[src/rtl/ps2_pkg.sv]
// ps2_pkg: shared definitions for the PS/2 key event receiver.
//   PS2_EXT / PS2_BRK : extended and break prefix scan codes
//   dec_state_e       : prefix decoder states
//   ps2_evt_t         : one key event {code, brk, ext}, 10 bits packed
package ps2_pkg;

  localparam logic [7:0] PS2_EXT = 8'hE0;
  localparam logic [7:0] PS2_BRK = 8'hF0;

  typedef enum logic [1:0] {
    ST_IDLE,
    ST_EXT,
    ST_BRK,
    ST_EXT_BRK
  } dec_state_e;

  typedef struct packed {
    logic [7:0] code;
    logic       brk;
    logic       ext;
  } ps2_evt_t;

endpackage

[src/rtl/ps2_evt_fifo.sv]
// ps2_evt_fifo: synchronous FIFO for decoded key events.
//   clk, resetn : clock, synchronous active-low reset
//   push, din   : write request and data; ignored when full unless a pop
//                 happens in the same cycle
//   full        : no free entry
//   pop         : read request; ignored when empty
//   dout, empty : head entry (flop storage, stable until popped), empty flag
module ps2_evt_fifo #(
  parameter int WIDTH = 10,
  parameter int DEPTH = 8
) (
  input  logic             clk,
  input  logic             resetn,
  input  logic             push,
  input  logic [WIDTH-1:0] din,
  output logic             full,
  input  logic             pop,
  output logic [WIDTH-1:0] dout,
  output logic             empty
);

  localparam int AW = $clog2(DEPTH);
  localparam logic [AW:0] PTR_ONE = {{AW{1'b0}}, 1'b1};

  // Extra MSB on each pointer distinguishes full from empty.
  logic [AW:0]                  wr_q, rd_q;
  logic [DEPTH-1:0][WIDTH-1:0]  mem_q;
  logic                         do_push, do_pop;

  assign empty   = (wr_q == rd_q);
  assign full    = (wr_q[AW] != rd_q[AW]) && (wr_q[AW-1:0] == rd_q[AW-1:0]);
  assign do_pop  = pop & ~empty;
  assign do_push = push & (~full | do_pop);
  assign dout    = mem_q[rd_q[AW-1:0]];

  always_ff @(posedge clk) begin
    if (!resetn) begin
      wr_q  <= '0;
      rd_q  <= '0;
      mem_q <= '0;
    end else begin
      if (do_push) begin
        mem_q[wr_q[AW-1:0]] <= din;
        wr_q                <= wr_q + PTR_ONE;
      end
      if (do_pop) rd_q <= rd_q + PTR_ONE;
    end
  end

endmodule

[src/rtl/ps2_key_event_rx.sv]
// ps2_key_event_rx: PS/2 keyboard receiver producing queued key events.
//   clk, resetn            : system clock, synchronous active-low reset
//   ps2_clk, ps2_data      : raw asynchronous PS/2 lines
//   ev_valid/ev_ready      : event FIFO head handshake
//   ev_code/ev_break/ev_ext: head event (prefixes stripped)
//   frame_err              : 1-cycle pulse on bad start/stop/parity or timeout
//   overflow               : sticky, an event was dropped on a full FIFO
//   release_count          : wrapping count of accepted break events
module ps2_key_event_rx
  import ps2_pkg::*;
#(
  parameter int FIFO_DEPTH     = 8,
  parameter int SYNC_STAGES    = 3,
  parameter int TIMEOUT_CYCLES = 50000,
  parameter int CNT_W          = 8
) (
  input  logic             clk,
  input  logic             resetn,
  input  logic             ps2_clk,
  input  logic             ps2_data,
  output logic             ev_valid,
  input  logic             ev_ready,
  output logic [7:0]       ev_code,
  output logic             ev_break,
  output logic             ev_ext,
  output logic             frame_err,
  output logic             overflow,
  output logic [CNT_W-1:0] release_count
);

  localparam int          TW      = $clog2(TIMEOUT_CYCLES + 1);
  localparam logic [TW-1:0] TO_LAST = TW'(TIMEOUT_CYCLES - 1);

  // ---------------- synchroniser + edge detect
  logic [SYNC_STAGES-1:0] clk_sync_q, dat_sync_q;
  logic                   clk_prev_q;
  logic                   clk_cur, dat_cur, fall;

  assign clk_cur = clk_sync_q[SYNC_STAGES-1];
  assign dat_cur = dat_sync_q[SYNC_STAGES-1];
  assign fall    = clk_prev_q & ~clk_cur;

  always_ff @(posedge clk) begin
    if (!resetn) begin
      clk_sync_q <= '1;
      dat_sync_q <= '1;
      clk_prev_q <= 1'b1;
    end else begin
      clk_sync_q <= {clk_sync_q[SYNC_STAGES-2:0], ps2_clk};
      dat_sync_q <= {dat_sync_q[SYNC_STAGES-2:0], ps2_data};
      clk_prev_q <= clk_cur;
    end
  end

  // ---------------- frame shifter + timeout
  // shift_q holds slots 0..9; the stop bit (slot 10) is checked live.
  logic [9:0]    shift_q;
  logic [3:0]    cnt_q;
  logic [TW-1:0] timer_q;
  logic          byte_vld_q;
  logic [7:0]    byte_q;
  logic          frame_err_q;
  logic          frame_ok;

  assign frame_ok = ~shift_q[0] & dat_cur & (^shift_q[9:1]);

  always_ff @(posedge clk) begin
    if (!resetn) begin
      shift_q     <= '0;
      cnt_q       <= '0;
      timer_q     <= '0;
      byte_vld_q  <= 1'b0;
      byte_q      <= '0;
      frame_err_q <= 1'b0;
    end else begin
      byte_vld_q  <= 1'b0;
      frame_err_q <= 1'b0;
      if (fall) begin
        timer_q <= '0;
        if (cnt_q == 4'd10) begin
          cnt_q <= '0;
          if (frame_ok) begin
            byte_vld_q <= 1'b1;
            byte_q     <= shift_q[8:1];
          end else begin
            frame_err_q <= 1'b1;
          end
        end else begin
          shift_q[cnt_q] <= dat_cur;
          cnt_q          <= cnt_q + 4'd1;
        end
      end else if (cnt_q != 4'd0) begin
        if (timer_q == TO_LAST) begin
          timer_q     <= '0;
          cnt_q       <= '0;
          frame_err_q <= 1'b1;
        end else begin
          timer_q <= timer_q + 1'b1;
        end
      end else begin
        timer_q <= '0;
      end
    end
  end

  // ---------------- prefix decoder
  dec_state_e       state_q;
  ps2_evt_t         evt;
  logic             push, push_ok, pop_ok;
  logic             fifo_full, fifo_empty;
  logic             is_pfx;
  logic             overflow_q;
  logic [CNT_W-1:0] rel_cnt_q;
  ps2_evt_t         head;

  assign is_pfx = (byte_q == PS2_EXT) || (byte_q == PS2_BRK);

  always_comb begin
    evt.code = byte_q;
    evt.brk  = (state_q == ST_BRK) || (state_q == ST_EXT_BRK);
    evt.ext  = (state_q == ST_EXT) || (state_q == ST_EXT_BRK);
    push     = byte_vld_q & ~is_pfx;
  end

  // A full FIFO still accepts when the head leaves in the same cycle.
  assign pop_ok  = ev_ready & ~fifo_empty;
  assign push_ok = push & (~fifo_full | pop_ok);

  always_ff @(posedge clk) begin
    if (!resetn) begin
      state_q    <= ST_IDLE;
      overflow_q <= 1'b0;
      rel_cnt_q  <= '0;
    end else begin
      if (frame_err_q) begin
        state_q <= ST_IDLE;
      end else if (byte_vld_q) begin
        unique case (state_q)
          ST_IDLE:    state_q <= (byte_q == PS2_EXT) ? ST_EXT :
                                 (byte_q == PS2_BRK) ? ST_BRK : ST_IDLE;
          ST_EXT:     state_q <= (byte_q == PS2_BRK) ? ST_EXT_BRK :
                                 (byte_q == PS2_EXT) ? ST_EXT : ST_IDLE;
          ST_BRK:     state_q <= is_pfx ? ST_BRK : ST_IDLE;
          ST_EXT_BRK: state_q <= is_pfx ? ST_EXT_BRK : ST_IDLE;
          default:    state_q <= ST_IDLE;
        endcase
      end
      if (push & ~push_ok) overflow_q <= 1'b1;
      if (push_ok & evt.brk) rel_cnt_q <= rel_cnt_q + 1'b1;
    end
  end

  ps2_evt_fifo #(
    .WIDTH ($bits(ps2_evt_t)),
    .DEPTH (FIFO_DEPTH)
  ) u_fifo (
    .clk    (clk),
    .resetn (resetn),
    .push   (push),
    .din    (evt),
    .full   (fifo_full),
    .pop    (ev_ready),
    .dout   (head),
    .empty  (fifo_empty)
  );

  assign ev_valid      = ~fifo_empty;
  assign ev_code       = head.code;
  assign ev_break      = head.brk;
  assign ev_ext        = head.ext;
  assign frame_err     = frame_err_q;
  assign overflow      = overflow_q;
  assign release_count = rel_cnt_q;

endmodule

[config.mk]
export PLATFORM = sky130hd
export DESIGN_NAME = ps2_key_event_rx
export DESIGN_NICKNAME = d
export VERILOG_FILES = /design/src/rtl/ps2_pkg.sv /design/src/rtl/ps2_evt_fifo.sv /design/src/rtl/ps2_key_event_rx.sv
export SDC_FILE = /design/constraint.sdc
export NUM_CORES = 1
export LEC_CHECK = 0
export CAP_MARGIN = 0
export CORE_MARGIN = 3
export CORE_UTILIZATION = 40
export CTS_CLUSTER_SIZE = 28
export DETAILED_ROUTE_END_ITERATION = 10
export SLEW_MARGIN = 25
export SYNTH_ARGS = -nofsm -noshare
export SYNTH_HDL_FRONTEND = slang
export SYNTH_SLANG_ARGS = --single-unit
export TNS_END_PERCENT = 20
[constraint.sdc]
create_clock -name clk -period 5.2 [get_ports clk]
set_clock_uncertainty 0.1 [all_clocks]
set_input_delay 1.56 -clock clk [delete_from_list [all_inputs] [get_ports clk]]
set_output_delay 1.56 -clock clk [all_outputs]
set_load 0.02 [all_outputs]
* Word-level counts from Yosys, hierarchy flattened *
Index checks and enable logic that the tools add are counted.

storage, ports and cells
  flip-flop bits (word level) = 146
  output and inout port bits = 21
  logic and storage cells = 102

operators by class
  $add $sub $neg = 5
  order comparisons = 5
  eq/ne operators = 10
  muxes and demuxes = 25
  bitwise logic cells = 18
  reductions and logical operators = 17

operators with widths
  cell                     count
  $bwmux W80               1
  $bmux W10 S3             1
  $demux W10 S3            1
  $mux W10                 2
  $add A16 B1 Y16 const B  1
  $eq A16 B16 Y1 const B   1
  $eq A8 B8 Y1 const B     2
  $mux W4                  4
  $add A4 B1 Y4 const B    3
  $bwmux W10               1
  $mux W2                  5
  $not A1 Y1               9
  $reduce_xor A9 Y1        1
  $add A8 B1 Y8 const B    1
  $and A1 B1 Y1            8
  $lt A3 B4 Y1 const B     2
  $mux W1                  8
  $pmux W2 S4              1
  $reduce_and A3 Y1        2
  $lt A4 B5 Y1 const B     1
  $demux W1 S4             1
  $eq A2 B2 Y1 const B     2
  $eq A4 B4 Y1             1
  $eq A4 B4 Y1 const B     1
  other kinds (14)         20

* Depth between registers and ports, before layout *
  word-level depth = 7
  mapped depth = 7
  gate-level depth less buffers = 6

* By module *
From an unflattened synthesis, not the netlist that was laid out.

unflattened totals
  cell total of the unflattened synthesis = 687
  area, all modules = 6727.7 um2

modules (own cells, without submodules)
  module            times used  cells each  area each (um2)  seq. area each (um2)
  ps2_evt_fifo      1           383         4078.9           1761.7
  ps2_key_event_rx  1           304         2648.8           1161.1

* Worst setup path before layout *
OpenSTA, ideal clock, no wires.

  kind = flip-flop to output port
  from = reg u_fifo.rd_q[1]
  to = out ev_break
  arrival = 1.698 ns
  setup slack = 1.842 ns
  stages on the path, launching flop included = 6
  path buffers = 3
  path through = dfxtp_1 buf_6 buf_2 clkbuf_1 mux4_2 mux2_2

on the way
  longest elaborated chain between the ends = 2

ends and longest elaborated chain
  what                            RTL line                text
  start, declared                 ps2_evt_fifo.sv:26      logic [AW:0] wr_q, rd_q;
  start signal, assigned          ps2_evt_fifo.sv:46      if (do_pop) rd_q <= rd_q + PTR_ONE;
  $bmux W10 S3                    ps2_evt_fifo.sv:34      assign dout = mem_q[rd_q[AW-1:0]];
  $mux W10 (implied by the code)  ps2_evt_fifo.sv:34
  end, declared                   ps2_key_event_rx.sv:24  output logic ev_break,

No other way between the ends. The select of a mux whose other input is x is not followed.

* Final worst setup path *
  from = reg u_fifo.rd_q[0]
  to = out ev_code[0]

on the way
  longest elaborated chain between the ends = 2

ends and longest elaborated chain
  what                            RTL line                text
  $bmux W10 S3                    ps2_evt_fifo.sv:34
  $mux W10 (implied by the code)  ps2_evt_fifo.sv:34
  end, declared                   ps2_key_event_rx.sv:23  output logic [7:0] ev_code,

No other way between the ends. The select of a mux whose other input is x is not followed.

==> summary.txt <==
Outcome
  • Outcome: finished clean

Cells and area
  • Finished Layout Cells: 875
  • Final Util: 47.5%
  • Cell area after layout: 7380 sq um
  • Fin nets: 661
  • Layout cells sized above 1: 11.7%
  • Ant diodes: 0
  • P&R area growth vs syn: 13.9%

Clocking
  • CTS root buffer: clkbuf_16
  • Setup repair bufs after CTS: 0
  • Total CTS buffers: 17
  • CTS tree: yes
  • CTS sink count: 146
  • Clk slew on worst S/H paths: 0.06 ns
  • Cts hold-fix bufs: 0
  • Clk buf depth: 2
  • H-tree Lvls: 4
  • Worst-Skew Late Latency: 0.41 ns
  • CTS resizes: 0

Critical path
  • Crit start category: flop
  • Maximum fanout along the worst path: 21
  • Worst reg2reg startpoint: u_fifo.rd_q[2]
  • CP Capture Type: output pin
  • Arr. time, crit path: 2.59 ns
  • Reg-to-Reg End: u_fifo.mem_q[32]
  • Reg2reg setup slack: 2.39 ns
  • Cells on worst reg2reg path: 5
  • Required @ worst endpoint: 3.54 ns
  • Setup crit end: ev_code[0]
  • CP Class: flop to output pin
  • Crit. Startpoint: u_fifo.rd_q[0]

Synthesis
  • EDFF count, synth: 0
  • Ys Warns: 0
  • FF+latch count, synth: 146
  • Synth Net Count: 652
  • Async set-reset flop share out of synthesis: 0%
  • Syn_area_per_cell: 10.1 sq um
  • Syn Inst Count: 643
  • Top FF cell, synth: dfxtp_1
  • Unique cell type count in the Yosys netlist: 53
  • Post-Syn Area: 6480 sq um
  • Sequential fraction of the synthesis area: 45.1%

STA
  • Max-slew violations: 0
  • Worst slew pin tran: 0.926 ns
  • RSZ-0062 raised after global routing: false
  • Final setup violation count: 0
  • Fmax: 235 MHz
  • Crit share post-route: 81.7%
  • Fin crit period: 4.25 ns
  • TNS Setup: 0 ns
  • Slew headroom: 38.2%
  • Crit path setup slack, layout: 0.952 ns
  • WHS: 0.306 ns
  • Fin. Hold Viols: 0

Place
  • Cell count after placement: 843
  • Pre-CTS WS: 1.35 ns
  • Post-placement cell area: 6790 sq um
  • Port-buffer cells: 25
  • Gpl congestion: 0.805
  • Detailed-placement wirelength estimate: 8730 microns

Route
  • Drt initial violations: 197
  • DRT Pass-1 Iters: 4
  • Total routed wirelength: 13200 microns
  • Post-DRT Antenna Nets: 0
  • Routed vias/inst: 5.09
  • Vias: 4454
  • Wire per inst: 15.1 microns
  • Drt drc: 0

Floorplanning
  • Starting density of the core: 41.7%
  • I/O Pins: 26
  • Die Wd: 133 microns
  • Chip height: 133 microns
  • Die area: 17800 sq um
  • Core area: 15500 sq um
  • # rows: 45

Global routing
  • Initial antenna violation count: 0
  • First-pass GRT wire length: 22200 microns
  • Largest net degree at the start of global routing: 58
  • GRT Util Overall: 15.5%
  • Grt total ovfl: 0
  • Vias in the first global route: 4513

Power and ir drop
  • Sw frac: 21.1%
  • Cell area power density: 317 nW/um^2
  • Clock power frac: 50.7%
  • Combinational share of power: 1.3%
  • Power Internal: 1.85 mW
  • Sw Pwr: 0.494 mW
  • Sequential share of power: 48.0%
  • Max VDD drop: 0.270 mV
  • Leak Pwr: 2.56 nW
  • Tot Pwr: 2.34 mW

Job
  • Max_cap viols: 0

Worst hold path
  • Min-Delay Path Class: flop to flop
cell usage after synthesis, types with 2 or more instances:
cell type,n,share of area (%)
nor3b_1,2,0.23
nor2b_1,6,0.58
mux2i_1,92,14
a21oi_1,11,0.85
a31o_2,2,0.27
xnor2_1,17,2.3
ha_1,4,0.77
xor2_1,16,2.2
o21ai_0,14,1.1
nand2b_1,11,1.1
nand3_1,21,1.6
clkbuf_2,2,0.15
nand2_1,120,7.0
or4bb_1,2,0.35
clkbuf_1,21,1.2
dfxtp_1,146,45
nor3_1,4,0.31
nand4_1,7,0.68
buf_2,5,0.39
and3_1,5,0.48
or3_1,2,0.19
and4b_1,3,0.46
buf_6,9,1.6
o21a_1,2,0.23
and4_1,2,0.27
mux2_2,10,1.7
mux4_2,20,7.0
buf_4,2,0.23
nor2_1,52,3.0
inv_1,8,0.46
a211oi_1,3,0.35
how the worst min path moves through the flow:
stage | to | cells past startpoint | from | slack, ns
after floorplan | clk_sync_q[1] | 1 | clk_sync_q[0] | 0.29
after global placement | clk_sync_q[1] | 1 | clk_sync_q[0] | 0.29
after detailed placement | clk_sync_q[2] | 1 | clk_sync_q[1] | 0.30
after CTS | clk_sync_q[2] | 1 | clk_sync_q[1] | 0.31
after global routing | clk_sync_q[1] | 1 | clk_sync_q[0] | 0.32
final | dat_sync_q[2] | 1 | dat_sync_q[1] | 0.31
registers in the layout, summed over array words and instances (netlist names):
signal and cells:
cnt_q 4, clk_sync_q 3, dat_sync_q 3, byte_q 8
u_fifo.wr_q 4, timer_q 16, shift_q 10, clk_prev_q 1
release_count 8, u_fifo.mem_q 80, frame_err 1, u_fifo.rd_q 4
state_q 2, overflow 1, byte_vld_q 1
power groups by stage:
stage | sequential (mW) | combinational (mW) | clock, mW
detailed placement | 1.15 | 0.0301 | 0
global route | 1.12 | 0.0334 | 1.26
CTS | 1.12 | 0.0302 | 1.22
floorplan | 1.15 | 0.0238 | 0
finish | 1.12 | 0.0299 | 1.19
global placement | 1.15 | 0.0295 | 0
placed cells by master, fill, tap and decap left out, types with 3 or more instances in the layout:
cell type,synthesis,routed
clkdlybuf4s50_1,0,24
and3_1,5,5
nand4_1,7,7
ha_1,4,4
a211oi_1,3,3
mux4_2,20,20
inv_1,8,8
clkinvlp_4,0,5
buf_4,2,6
nand2_1,120,120
a21oi_1,11,11
mux2i_1,92,92
mux2_2,10,10
dfxtp_1,146,146
nand2b_1,11,11
o21ai_0,14,14
nor3_1,4,4
xor2_1,16,16
nor2b_1,6,6
nand3_1,21,21
clkbuf_16,0,17
xnor2_1,17,17
nor2_1,52,52
and4b_1,3,3
logic make-up (layout without fill, tap and decap cells):
family | Yosys count | in the layout | share of synthesized area (%)
DFF | 146 | 146 | 45.1
xor gates and xnor gates | 34 | 34 | 4.81
adders and majority gates | 4 | 4 | 0.773
AOI/OAI and AO/OA | 40 | 40 | 4.13
buffers and inverters | 48 | 69 | 4.08
muxes | 122 | 122 | 22.9
and+or+nand+nor | 249 | 249 | 18.2
metal layers:
layer / routed length (microns) / global-route usage (%) / vias up
li1: - / - / 2232
met1: 6390 / 19.5 / 2159
met2: 6270 / 25.5 / 50
met3: 357 / 3.93 / 13
met4: 173 / 6.00 / 0
met5: 0 / 0 / -
layout make-up:
cell class,instances,area (sq um)
inverter,8,30.0
fill,1468,8160
multi-input combinational,449,3300
timing repair buffer,30,285
sequential,146,2920
tap,211,264
clock inverter,12,134
clock buffer,19,443
worst max-delay path: stages, from the launching register on:
cell             delay (ns)
dfxtp_1                0.40
buf_4                  0.38
mux4_2                 0.56
mux2_2                 0.28
clkdlybuf4s50_1        0.54
Power figures use the tool's default switching activity.
